[config.mk]
export PLATFORM = sky130hd
export DESIGN_NAME = apu_pulse
export DESIGN_NICKNAME = d
export VERILOG_FILES = /design/src/rtl/apu_pulse.sv
export SDC_FILE = /design/constraint.sdc
export NUM_CORES = 1
export LEC_CHECK = 0
export ABC_AREA = 1
export BUFFER_PORTS_ARGS = -buffer_cell sky130_fd_sc_hd__buf_2
export CAP_MARGIN = 30
export CORE_ASPECT_RATIO = 0.5
export CORE_MARGIN = 1
export CORE_UTILIZATION = 68
export CTS_BUF_LIST = sky130_fd_sc_hd__clkbuf_4
export DETAILED_ROUTE_END_ITERATION = 16
export HOLD_SLACK_MARGIN = 0.15
export PLACE_DENSITY = 0.85
export REMOVE_ABC_BUFFERS = 1
export SKIP_LAST_GASP = 1
export SLEW_MARGIN = 20
export SYNTH_ARGS = -nofsm -noshare
export SYNTH_HDL_FRONTEND = slang
export SYNTH_SLANG_ARGS = --single-unit
[constraint.sdc]
create_clock -name clk -period 2.2 [get_ports clk]
set_input_delay 0.11 -clock clk [delete_from_list [all_inputs] [get_ports clk]]
set_output_delay 0.11 -clock clk [all_outputs]
set_load 0.005 [all_outputs]
[src/rtl/apu_pulse.sv]
// apu_pulse: NES APU square-wave (pulse) channel.
//
// Decodes CPU writes to the channel's four registers and runs an 11-bit timer,
// an 8-step duty sequencer, an envelope, a sweep unit and a length counter.
//
// Parameters:
//   CHANNEL       0 = pulse 1 (ones'-complement sweep negate), 1 = pulse 2 (twos'-complement)
// Ports:
//   clk           system clock, one CPU cycle per edge
//   rst_n         asynchronous active-low reset
//   apu_cycle     timer clock enable
//   qtrframe      envelope clock strobe
//   halfframe     length / sweep clock strobe
//   reg_we        register write strobe
//   reg_addr      register select 0..3
//   reg_wdata     register write data
//   enable        channel enable from $4015
//   sample        registered 4-bit channel output
//   length_active registered, 1 when the length counter is non-zero
//
// Build option: define APU_PULSE_SWEEP_EN to include the sweep unit and mute logic.
// Without it reg1 writes are ignored and the channel is never muted by period.
module apu_pulse #(
    parameter int unsigned CHANNEL = 0
) (
    input  logic       clk,
    input  logic       rst_n,
    input  logic       apu_cycle,
    input  logic       qtrframe,
    input  logic       halfframe,
    input  logic       reg_we,
    input  logic [1:0] reg_addr,
    input  logic [7:0] reg_wdata,
    input  logic       enable,
    output logic [3:0] sample,
    output logic       length_active
);

    localparam logic [7:0] LenTable [32] = '{
        8'd10, 8'd254, 8'd20, 8'd2,  8'd40, 8'd4,  8'd80, 8'd6,
        8'd160, 8'd8,  8'd60, 8'd10, 8'd14, 8'd12, 8'd26, 8'd14,
        8'd12, 8'd16,  8'd24, 8'd18, 8'd48, 8'd20, 8'd96, 8'd22,
        8'd192, 8'd24, 8'd72, 8'd26, 8'd16, 8'd28, 8'd32, 8'd30
    };

    logic [1:0]  duty_q, duty_d;
    logic        halt_q, halt_d;
    logic        cvol_q, cvol_d;
    logic [3:0]  vol_q, vol_d;
    logic [10:0] period_q, period_d;
    logic [10:0] timer_q, timer_d;
    logic [2:0]  step_q, step_d;
    logic [7:0]  length_q, length_d;
    logic        env_start_q, env_start_d;
    logic [3:0]  decay_q, decay_d;
    logic [3:0]  env_div_q, env_div_d;
    logic [3:0]  sample_d;
    logic        mute;
    logic [7:0]  duty_pat;
    logic        duty_bit;

`ifdef APU_PULSE_SWEEP_EN
    logic        sweep_en_q, sweep_en_d;
    logic [2:0]  sweep_per_q, sweep_per_d;
    logic        negate_q, negate_d;
    logic [2:0]  shift_q, shift_d;
    logic        sweep_reload_q, sweep_reload_d;
    logic [2:0]  sweep_div_q, sweep_div_d;
    logic [11:0] delta;
    logic [11:0] target;

    assign delta = {1'b0, period_q >> shift_q};

    always_comb begin
        if (!negate_q) begin
            target = {1'b0, period_q} + delta;
        end else if (CHANNEL == 0) begin
            target = {1'b0, period_q} - delta - 12'd1;
        end else begin
            target = {1'b0, period_q} - delta;
        end
    end

    assign mute = (period_q < 11'd8) || (!negate_q && (target > 12'h7FF));
`else
    // CHANNEL only selects the sweep negate flavour, absent in this build.
    logic unused_channel;
    assign unused_channel = (CHANNEL != 0);
    assign mute = 1'b0;
`endif

    always_comb begin
        unique case (duty_q)
            2'd0: duty_pat = 8'b0100_0000;
            2'd1: duty_pat = 8'b0110_0000;
            2'd2: duty_pat = 8'b0111_1000;
            default: duty_pat = 8'b1001_1111;
        endcase
        // Pattern is listed MSB = step 0.
        duty_bit = duty_pat[3'd7 - step_q];
    end

    always_comb begin
        duty_d      = duty_q;
        halt_d      = halt_q;
        cvol_d      = cvol_q;
        vol_d       = vol_q;
        period_d    = period_q;
        timer_d     = timer_q;
        step_d      = step_q;
        length_d    = length_q;
        env_start_d = env_start_q;
        decay_d     = decay_q;
        env_div_d   = env_div_q;
`ifdef APU_PULSE_SWEEP_EN
        sweep_en_d     = sweep_en_q;
        sweep_per_d    = sweep_per_q;
        negate_d       = negate_q;
        shift_d        = shift_q;
        sweep_reload_d = sweep_reload_q;
        sweep_div_d    = sweep_div_q;
`endif

        if (apu_cycle) begin
            if (timer_q == 11'd0) begin
                timer_d = period_q;
                step_d  = step_q - 3'd1;
            end else begin
                timer_d = timer_q - 11'd1;
            end
        end

        if (qtrframe) begin
            if (env_start_q) begin
                env_start_d = 1'b0;
                decay_d     = 4'hF;
                env_div_d   = vol_q;
            end else if (env_div_q == 4'd0) begin
                env_div_d = vol_q;
                if (decay_q != 4'd0) begin
                    decay_d = decay_q - 4'd1;
                end else if (halt_q) begin
                    decay_d = 4'hF;
                end
            end else begin
                env_div_d = env_div_q - 4'd1;
            end
        end

        if (halfframe && (length_q != 8'd0) && !halt_q) begin
            length_d = length_q - 8'd1;
        end

`ifdef APU_PULSE_SWEEP_EN
        if (halfframe) begin
            if ((sweep_div_q == 3'd0) && sweep_en_q && (shift_q != 3'd0) && !mute) begin
                period_d = target[10:0];
            end
            if ((sweep_div_q == 3'd0) || sweep_reload_q) begin
                sweep_div_d    = sweep_per_q;
                sweep_reload_d = 1'b0;
            end else begin
                sweep_div_d = sweep_div_q - 3'd1;
            end
        end
`endif

        // Register writes come last so they win over any strobe update.
        if (reg_we) begin
            unique case (reg_addr)
                2'd0: begin
                    duty_d = reg_wdata[7:6];
                    halt_d = reg_wdata[5];
                    cvol_d = reg_wdata[4];
                    vol_d  = reg_wdata[3:0];
                end
                2'd1: begin
`ifdef APU_PULSE_SWEEP_EN
                    sweep_en_d     = reg_wdata[7];
                    sweep_per_d    = reg_wdata[6:4];
                    negate_d       = reg_wdata[3];
                    shift_d        = reg_wdata[2:0];
                    sweep_reload_d = 1'b1;
`endif
                end
                2'd2: begin
                    period_d[7:0] = reg_wdata;
                end
                default: begin
                    period_d[10:8] = reg_wdata[2:0];
                    if (enable) begin
                        length_d = LenTable[reg_wdata[7:3]];
                    end
                    step_d      = 3'd0;
                    env_start_d = 1'b1;
                end
            endcase
        end

        if (!enable) begin
            length_d = 8'd0;
        end
    end

    assign sample_d = (mute || (length_q == 8'd0) || !duty_bit) ? 4'd0 :
                      (cvol_q ? vol_q : decay_q);

    always_ff @(posedge clk or negedge rst_n) begin
        if (!rst_n) begin
            duty_q        <= 2'd0;
            halt_q        <= 1'b0;
            cvol_q        <= 1'b0;
            vol_q         <= 4'd0;
            period_q      <= 11'd0;
            timer_q       <= 11'd0;
            step_q        <= 3'd0;
            length_q      <= 8'd0;
            env_start_q   <= 1'b0;
            decay_q       <= 4'd0;
            env_div_q     <= 4'd0;
            sample        <= 4'd0;
            length_active <= 1'b0;
`ifdef APU_PULSE_SWEEP_EN
            sweep_en_q     <= 1'b0;
            sweep_per_q    <= 3'd0;
            negate_q       <= 1'b0;
            shift_q        <= 3'd0;
            sweep_reload_q <= 1'b0;
            sweep_div_q    <= 3'd0;
`endif
        end else begin
            duty_q        <= duty_d;
            halt_q        <= halt_d;
            cvol_q        <= cvol_d;
            vol_q         <= vol_d;
            period_q      <= period_d;
            timer_q       <= timer_d;
            step_q        <= step_d;
            length_q      <= length_d;
            env_start_q   <= env_start_d;
            decay_q       <= decay_d;
            env_div_q     <= env_div_d;
            sample        <= sample_d;
            length_active <= (length_q != 8'd0);
`ifdef APU_PULSE_SWEEP_EN
            sweep_en_q     <= sweep_en_d;
            sweep_per_q    <= sweep_per_d;
            negate_q       <= negate_d;
            shift_q        <= shift_d;
            sweep_reload_q <= sweep_reload_d;
            sweep_div_q    <= sweep_div_d;
`endif
        end
    end

endmodule

---- Yosys cells after proc, flatten, opt, wreduce, memory -nomap -nowiden ----
Memory sizes are Yosys's and may differ from the RTL's.
Cells that the tools add are included.
storage, ports and cells
  register bits ........................... 55
  memory bits (read-only) ................. 256
  output and inout port bits .............. 5
  memories ................................ 1
memories
  name              depth  width  rd ports  clocked after Yosys merged registers in  wr ports  line  text
  (name not given)  32     8      1         0                                        0         192   length_d = LenTable[reg_wdata[7:3]];
cells by class
  add/sub/neg operators ................... 6
  order comparisons ....................... 2
  equal/unequal tests ..................... 4
  multiplexer cells ....................... 25
  bitwise operators ....................... 2
  reductions and logical operators ........ 19
operators by type and width
  kind                   count
  $mux 8                 6
  $mux 4                 8
  $pmux 8 s3             1
  $mux 3                 4
  $logic_not 11->1       1
  $mux 11                1
  $sub 11x1->11 const B  1
  $logic_not 8->1        1
  $reduce_bool 8->1      1
  $sub 4x1->4 const B    2
  $sub 8x1->8 const B    1
  $ge 6x6->1 const B     1
  $not 5->6              1
  $reduce_and 2->1       3
  $eq 2x1->1 const B     2
  $eq 2x2->1 const B     2
  $logic_not 2->1        2
  $logic_not 4->1        1
  $lt 3x4->1 const B     1
  $mux 1                 4
  $reduce_bool 4->1      1
  $bmux 1 s3             1
  $reduce_and 3->1       1
  $reduce_bool 3->1      1
  other kinds (8)        10

---- Logic depth before layout (Yosys ltp) ----
  depth in word-level cells ............... 7
  gate-level depth with buffers ........... 10
  gate-level depth less buffers ........... 10

---- Worst setup path after synthesis ----
OpenSTA, ideal clock, no wires.
  path kind ............................... reg2reg
  start point ............................. reg timer_q[0]
  end point ............................... reg timer_q[9]
  arrival time ............................ 1.287 ns
  required time ........................... 2.083 ns
  path slack .............................. 0.796 ns
  cell stages (with the launch flop) ...... 9
  buffers on the path ..................... 0
  period minus slack after synthesis ...... 1.404 ns
  cells stage by stage .................... dfrtp_1 > inv_1 > ha_1 > nand2_1 > nor2_4 > nand3_4 > or2_0 > nand3_1 > nand2_1
between the ends
  word-level cells in the longest chain between the ends .. 2
  elaborated cells on any way between the ends .. 3
ends and longest elaborated chain
  what                                                      line      text
  start, declared                                           51        logic [10:0] timer_q, timer_d;
  start signal, assigned                                    237       timer_q <= timer_d;
  $sub 11x1->11 / $logic_not 11->1 (equally long branches)  129, 125
  $mux 11 (*)                                               125       if (timer_q == 11'd0) begin
Mark *: on every way between the ends. The rest lies on a longest branch, timed or not.
A chain may end at the register's enable or synchronous reset.

---- Worst setup path in the final report ----
  start point ............................. reg env_div_q[0]
  end point ............................... reg decay_q[3]
between the ends
  word-level cells in the longest chain between the ends .. 3
ends and longest elaborated chain
  what                         line  text
  start, declared              56    logic [3:0] env_div_q, env_div_d;
  start signal, assigned       242   env_div_q <= env_div_d;
  $logic_not 4->1              138   end else if (env_div_q == 4'd0) begin
  $reduce_bool 2->1 (no line)  -
  $reduce_and 3->1 (no line)   -
  end signal, assigned         241   decay_q <= decay_d;
  end, declared                55    logic [3:0] decay_q, decay_d;
No other way between the ends.

==> impl_metrics.sql <==
INSERT INTO impl_metrics (metric_group, metric, value, unit) VALUES
('worst_setup_path', 'worstSetupStartpointType', 'register', ''),
('timing', 'totalNegativeSetupSlack', '0', 'ps'),
('cts', 'tritoncts.num_buffers', '5', ''),
('worst_setup_path', 'crit_start', 'env_div_q[0]$_DFFE_PN0P_', ''),
('floorplanning', 'core-area', '4509', 'sq um'),
('logic_synthesis', 'synth.yosys.seq_area_share', '0.4216', ''),
('logic_synthesis', 'syn_avg_cell_area', '7.402', 'sq um'),
('logic_synthesis', 'synth_cell_type_count', '34', ''),
('worst_setup_path', 'slowest_cell_delay_on_critical_path', '430', 'ps'),
('worst_setup_path', 'critPathCaptureType', 'register', ''),
('cts', 'clock_tree.root_cell', 'sky130_fd_sc_hd__clkbuf_4', ''),
('power_and_ir_drop', 'leakagePower', '1.823', 'nW'),
('floorplanning', 'die_h', '51.00', 'microns'),
('timing', 'final-max-slew-violation-count', '0', ''),
('hold_path', 'hold_path_class', 'input port to register', ''),
('cells_and_area', 'finished_layout_cells', '536', ''),
('placement', 'port_buffers', '21', ''),
('run', 'maxCapViolations', '0', ''),
('timing', 'number_of_endpoints_failing_setup_at_the_final_stage', '0', ''),
('grt', 'pin_count_of_the_biggest_net_entering_global_routing', '30', ''),
('cts', 'clock_latency', '380', 'ps'),
('drt', 'vias', '3009', ''),
('drt', 'drt_drc', '0', ''),
('timing', 'normalized_max_slew_margin', '0.5619', ''),
('placement', 'cell_count_post_placement', '521', ''),
('worst_setup_path', 'cp_top_family', 'compound AO/OA/AOI/OAI gates', ''),
('cts', 'cts_htree_levels', '2', ''),
('drt', 'antenna_violating_nets_post_route', '0', ''),
('logic_synthesis', 'ys.flop_type', 'sky130_fd_sc_hd__dfrtp_1', ''),
('grt', 'grt_first_pass_wirelength', '12730', 'microns'),
('drt', 'vias_per_cell', '5.614', ''),
('timing', 'unrepaired_setup_endpoints_after_global_routing', 'no', ''),
('cells_and_area', 'area_of_all_sequential_standard_cells', '1376', 'sq um'),
('grt', 'grt_antenna_before_repair', '0', ''),
('timing', 'finalClockSkew', '3.510', 'ps'),
('worst_setup_path', 'cpMaxStageDelayCell', 'sky130_fd_sc_hd__dfrtp_1', ''),
('logic_synthesis', 'async_reset_ff_frac', '1.000', ''),
('cts', 'worst_setup_hold_path_clk_slew', '160', 'ps'),
('cells_and_area', 'layout-area-overhead-vs-synth', '8.892', '%'),
('power_and_ir_drop', 'irDropWorstVdd', '0.0006128', 'V'),
('cells_and_area', 'num_antenna_cells', '0', ''),
('timing', 'finalWorstPathRequiredPeriod', '1661', 'ps'),
('worst_setup_path', 'cp_cell_sequence', 'inv_1, ha_1, nand2_1, o21ai_2, inv_1, nor2_2, o21ai_0, o21ai_0', ''),
('placement', 'gp_congestion', '0.8991', ''),
('cts', 'max-clock-path-buffers', '2', ''),
('worst_setup_path', 'worstReg2RegStart', 'env_div_q[0]$_DFFE_PN0P_', ''),
('grt', 'via_count_of_the_first_global_routing_pass', '2834', ''),
('floorplanning', 'chipWidth', '99.99', 'microns'),
('logic_synthesis', 'number_of_enable_type_register_cells_in_the_synthesized_netlist', '0', ''),
('floorplanning', 'start_util', '0.7239', ''),
('logic_synthesis', 'yosysWarningCount', '0', ''),
('grt', 'global_route.usage.total', '0.3260', ''),
('timing', 'number_of_hold_slack_violations_in_the_final_timing_report', '0', ''),
('placement', 'detailed_place_hpwl', '5575', 'microns'),
('outcome', 'run_status', 'complete, no violations', ''),
('worst_setup_path', 'cp_max_fo', '9', ''),
('worst_setup_path', 'ff2ff_path_depth', '8', ''),
('timing', 'hold_slack', '160.8', 'ps'),
('drt', 'totalWireLength', '7401', 'microns'),
('cells_and_area', 'num-fill-cells', '325', ''),
('drt', 'drtIter0Drc', '136', ''),
('cells_and_area', 'drive_above_1_share', '0.1064', ''),
('worst_setup_path', 'cp_num_buf_inv', '2', ''),
('cells_and_area', 'layout.cells.most_common_list', '133 x sky130_fd_sc_hd__nand2_1, 55 x sky130_fd_sc_hd__dfrtp_1, 49 x sky130_fd_sc_hd__inv_1, 48 x sky130_fd_sc_hd__o21ai_0, 35 x sky130_fd_sc_hd__nor2_1', ''),
('drt', 'first_pass_drt_iterations', '5', ''),
('worst_setup_path', 'wp_depth', '8', ''),
('cells_and_area', 'final_nets', '501', ''),
('logic_synthesis', 'post_synth_instance_area', '3264', 'sq um'),
('cells_and_area', 'multi_input_area', '1645', 'sq um'),
('worst_setup_path', 'worst-endpoint-required', '2510', 'ps'),
('timing', 'fin_crit_sh', '0.7550', '');
==> cells by family (layout without fill, tap and decap cells) <==
logic type	count (synthesis)	in the layout	share of synthesized area
xor+xnor	5	5	0.01341
fa+ha+maj	15	15	0.05749
buf+inv	62	91	0.07436
simple gates	211	211	0.2802
flops	55	55	0.4216
compound gates	93	93	0.1529
==> worst reg2reg max path, cell delays in order, from the launching register on <==
cell,delay (ps)
sky130_fd_sc_hd__dfrtp_1,430
sky130_fd_sc_hd__inv_1,90
sky130_fd_sc_hd__ha_1,170
sky130_fd_sc_hd__nand2_1,90
sky130_fd_sc_hd__o21ai_2,210
sky130_fd_sc_hd__inv_1,100
sky130_fd_sc_hd__nor2_2,270
sky130_fd_sc_hd__o21ai_0,140
sky130_fd_sc_hd__o21ai_0,100
==> path summary, 6_finish.rpt <==
path / to / slack [ps]
max in group asynchronous: timer_q[4]$_DFFE_PN0P_ / 1270
hold / removal: length_q[0]$_DFF_PN0_ / 160
setup reg to reg: decay_q[3]$_DFFE_PN0P_ / 540
hold reg to reg: period_q[0]$_DFFE_PN0P_ / 500
min in group asynchronous: timer_q[3]$_DFFE_PN0P_ / 270
setup / recovery: decay_q[3]$_DFFE_PN0P_ / 540
==> registers in the layout, summed over array words and instances (netlist names) <==
name / flops
period_q: 11
cvol_q: 1
sample: 4
env_div_q: 4
halt_q: 1
timer_q: 11
decay_q: 4
step_q: 3
duty_q: 2
length_active: 1
env_start_q: 1
vol_q: 4
length_q: 8
==> per-stage QoR <==
| step | util | worst slack, ps | instance area [sq um] |
|---|---|---|---|
| floorplan | - | 795.9 | 3221 |
| global placement | 0.7592 | 682.7 | 3423 |
| global route | 0.7883 | 383.8 | 3555 |
| finish | 0.7883 | 539.0 | 3555 |
| CTS | 0.7883 | 546.4 | 3555 |
| detailed placement | 0.7592 | 589.6 | 3423 |
==> power breakdown <==
part | internal [mW] | total, mW | switching, mW
combinational | 0.474 | 1.31 | 0.840
sequential | 1.29 | 1.51 | 0.225
clock | 0.143 | 0.477 | 0.334
==> routing by layer <==
layer	routed length [microns]	vias up	GRT usage	share of wire
li1	-	1476	-	-
met1	3392	1435	0.4302	0.46
met2	3505	88	0.5517	0.47
met3	417	10	0.06566	0.056
met4	85	0	0.1014	0.011
met5	0	-	0	0
==> cell usage after synthesis, types with 2 or more instances <==
cell type / number / area share
sky130_fd_sc_hd__or2_0: 2 / 0.0038
sky130_fd_sc_hd__nor2_4: 3 / 0.010
sky130_fd_sc_hd__o21ai_0: 48 / 0.074
sky130_fd_sc_hd__buf_2: 2 / 0.0031
sky130_fd_sc_hd__nor3_1: 3 / 0.0046
sky130_fd_sc_hd__nand2_1: 133 / 0.15
sky130_fd_sc_hd__nand3_1: 19 / 0.029
sky130_fd_sc_hd__a31oi_1: 2 / 0.0038
sky130_fd_sc_hd__o21ai_1: 15 / 0.023
sky130_fd_sc_hd__inv_1: 49 / 0.056
sky130_fd_sc_hd__a21oi_1: 17 / 0.026
sky130_fd_sc_hd__o211ai_1: 6 / 0.014
sky130_fd_sc_hd__nand3_2: 4 / 0.012
sky130_fd_sc_hd__nand4_1: 2 / 0.0038
sky130_fd_sc_hd__xor2_1: 4 / 0.011
sky130_fd_sc_hd__nor2_2: 6 / 0.011
sky130_fd_sc_hd__nor2_1: 35 / 0.040
sky130_fd_sc_hd__dfrtp_1: 55 / 0.42
sky130_fd_sc_hd__ha_1: 15 / 0.057
sky130_fd_sc_hd__inv_2: 3 / 0.0034
sky130_fd_sc_hd__clkbuf_1: 5 / 0.0057
==> area by class of cell <==
cell class	instances	area share
Clock inverter	2	0.004576
Clock buffer	6	0.01267
Sequential cell	55	0.3872
Multi-Input combinational cell	324	0.4629
Tap cell	66	0.02323
Inverter	53	0.05597
Timing Repair Buffer	30	0.05350
==> what timing repair did <==
item,4_1_cts,5_1_grt
hold buffers,7,0
resized for setup,0,0
endpoints found under the hold margin,52,0
(Power assumes the default switching activity.)
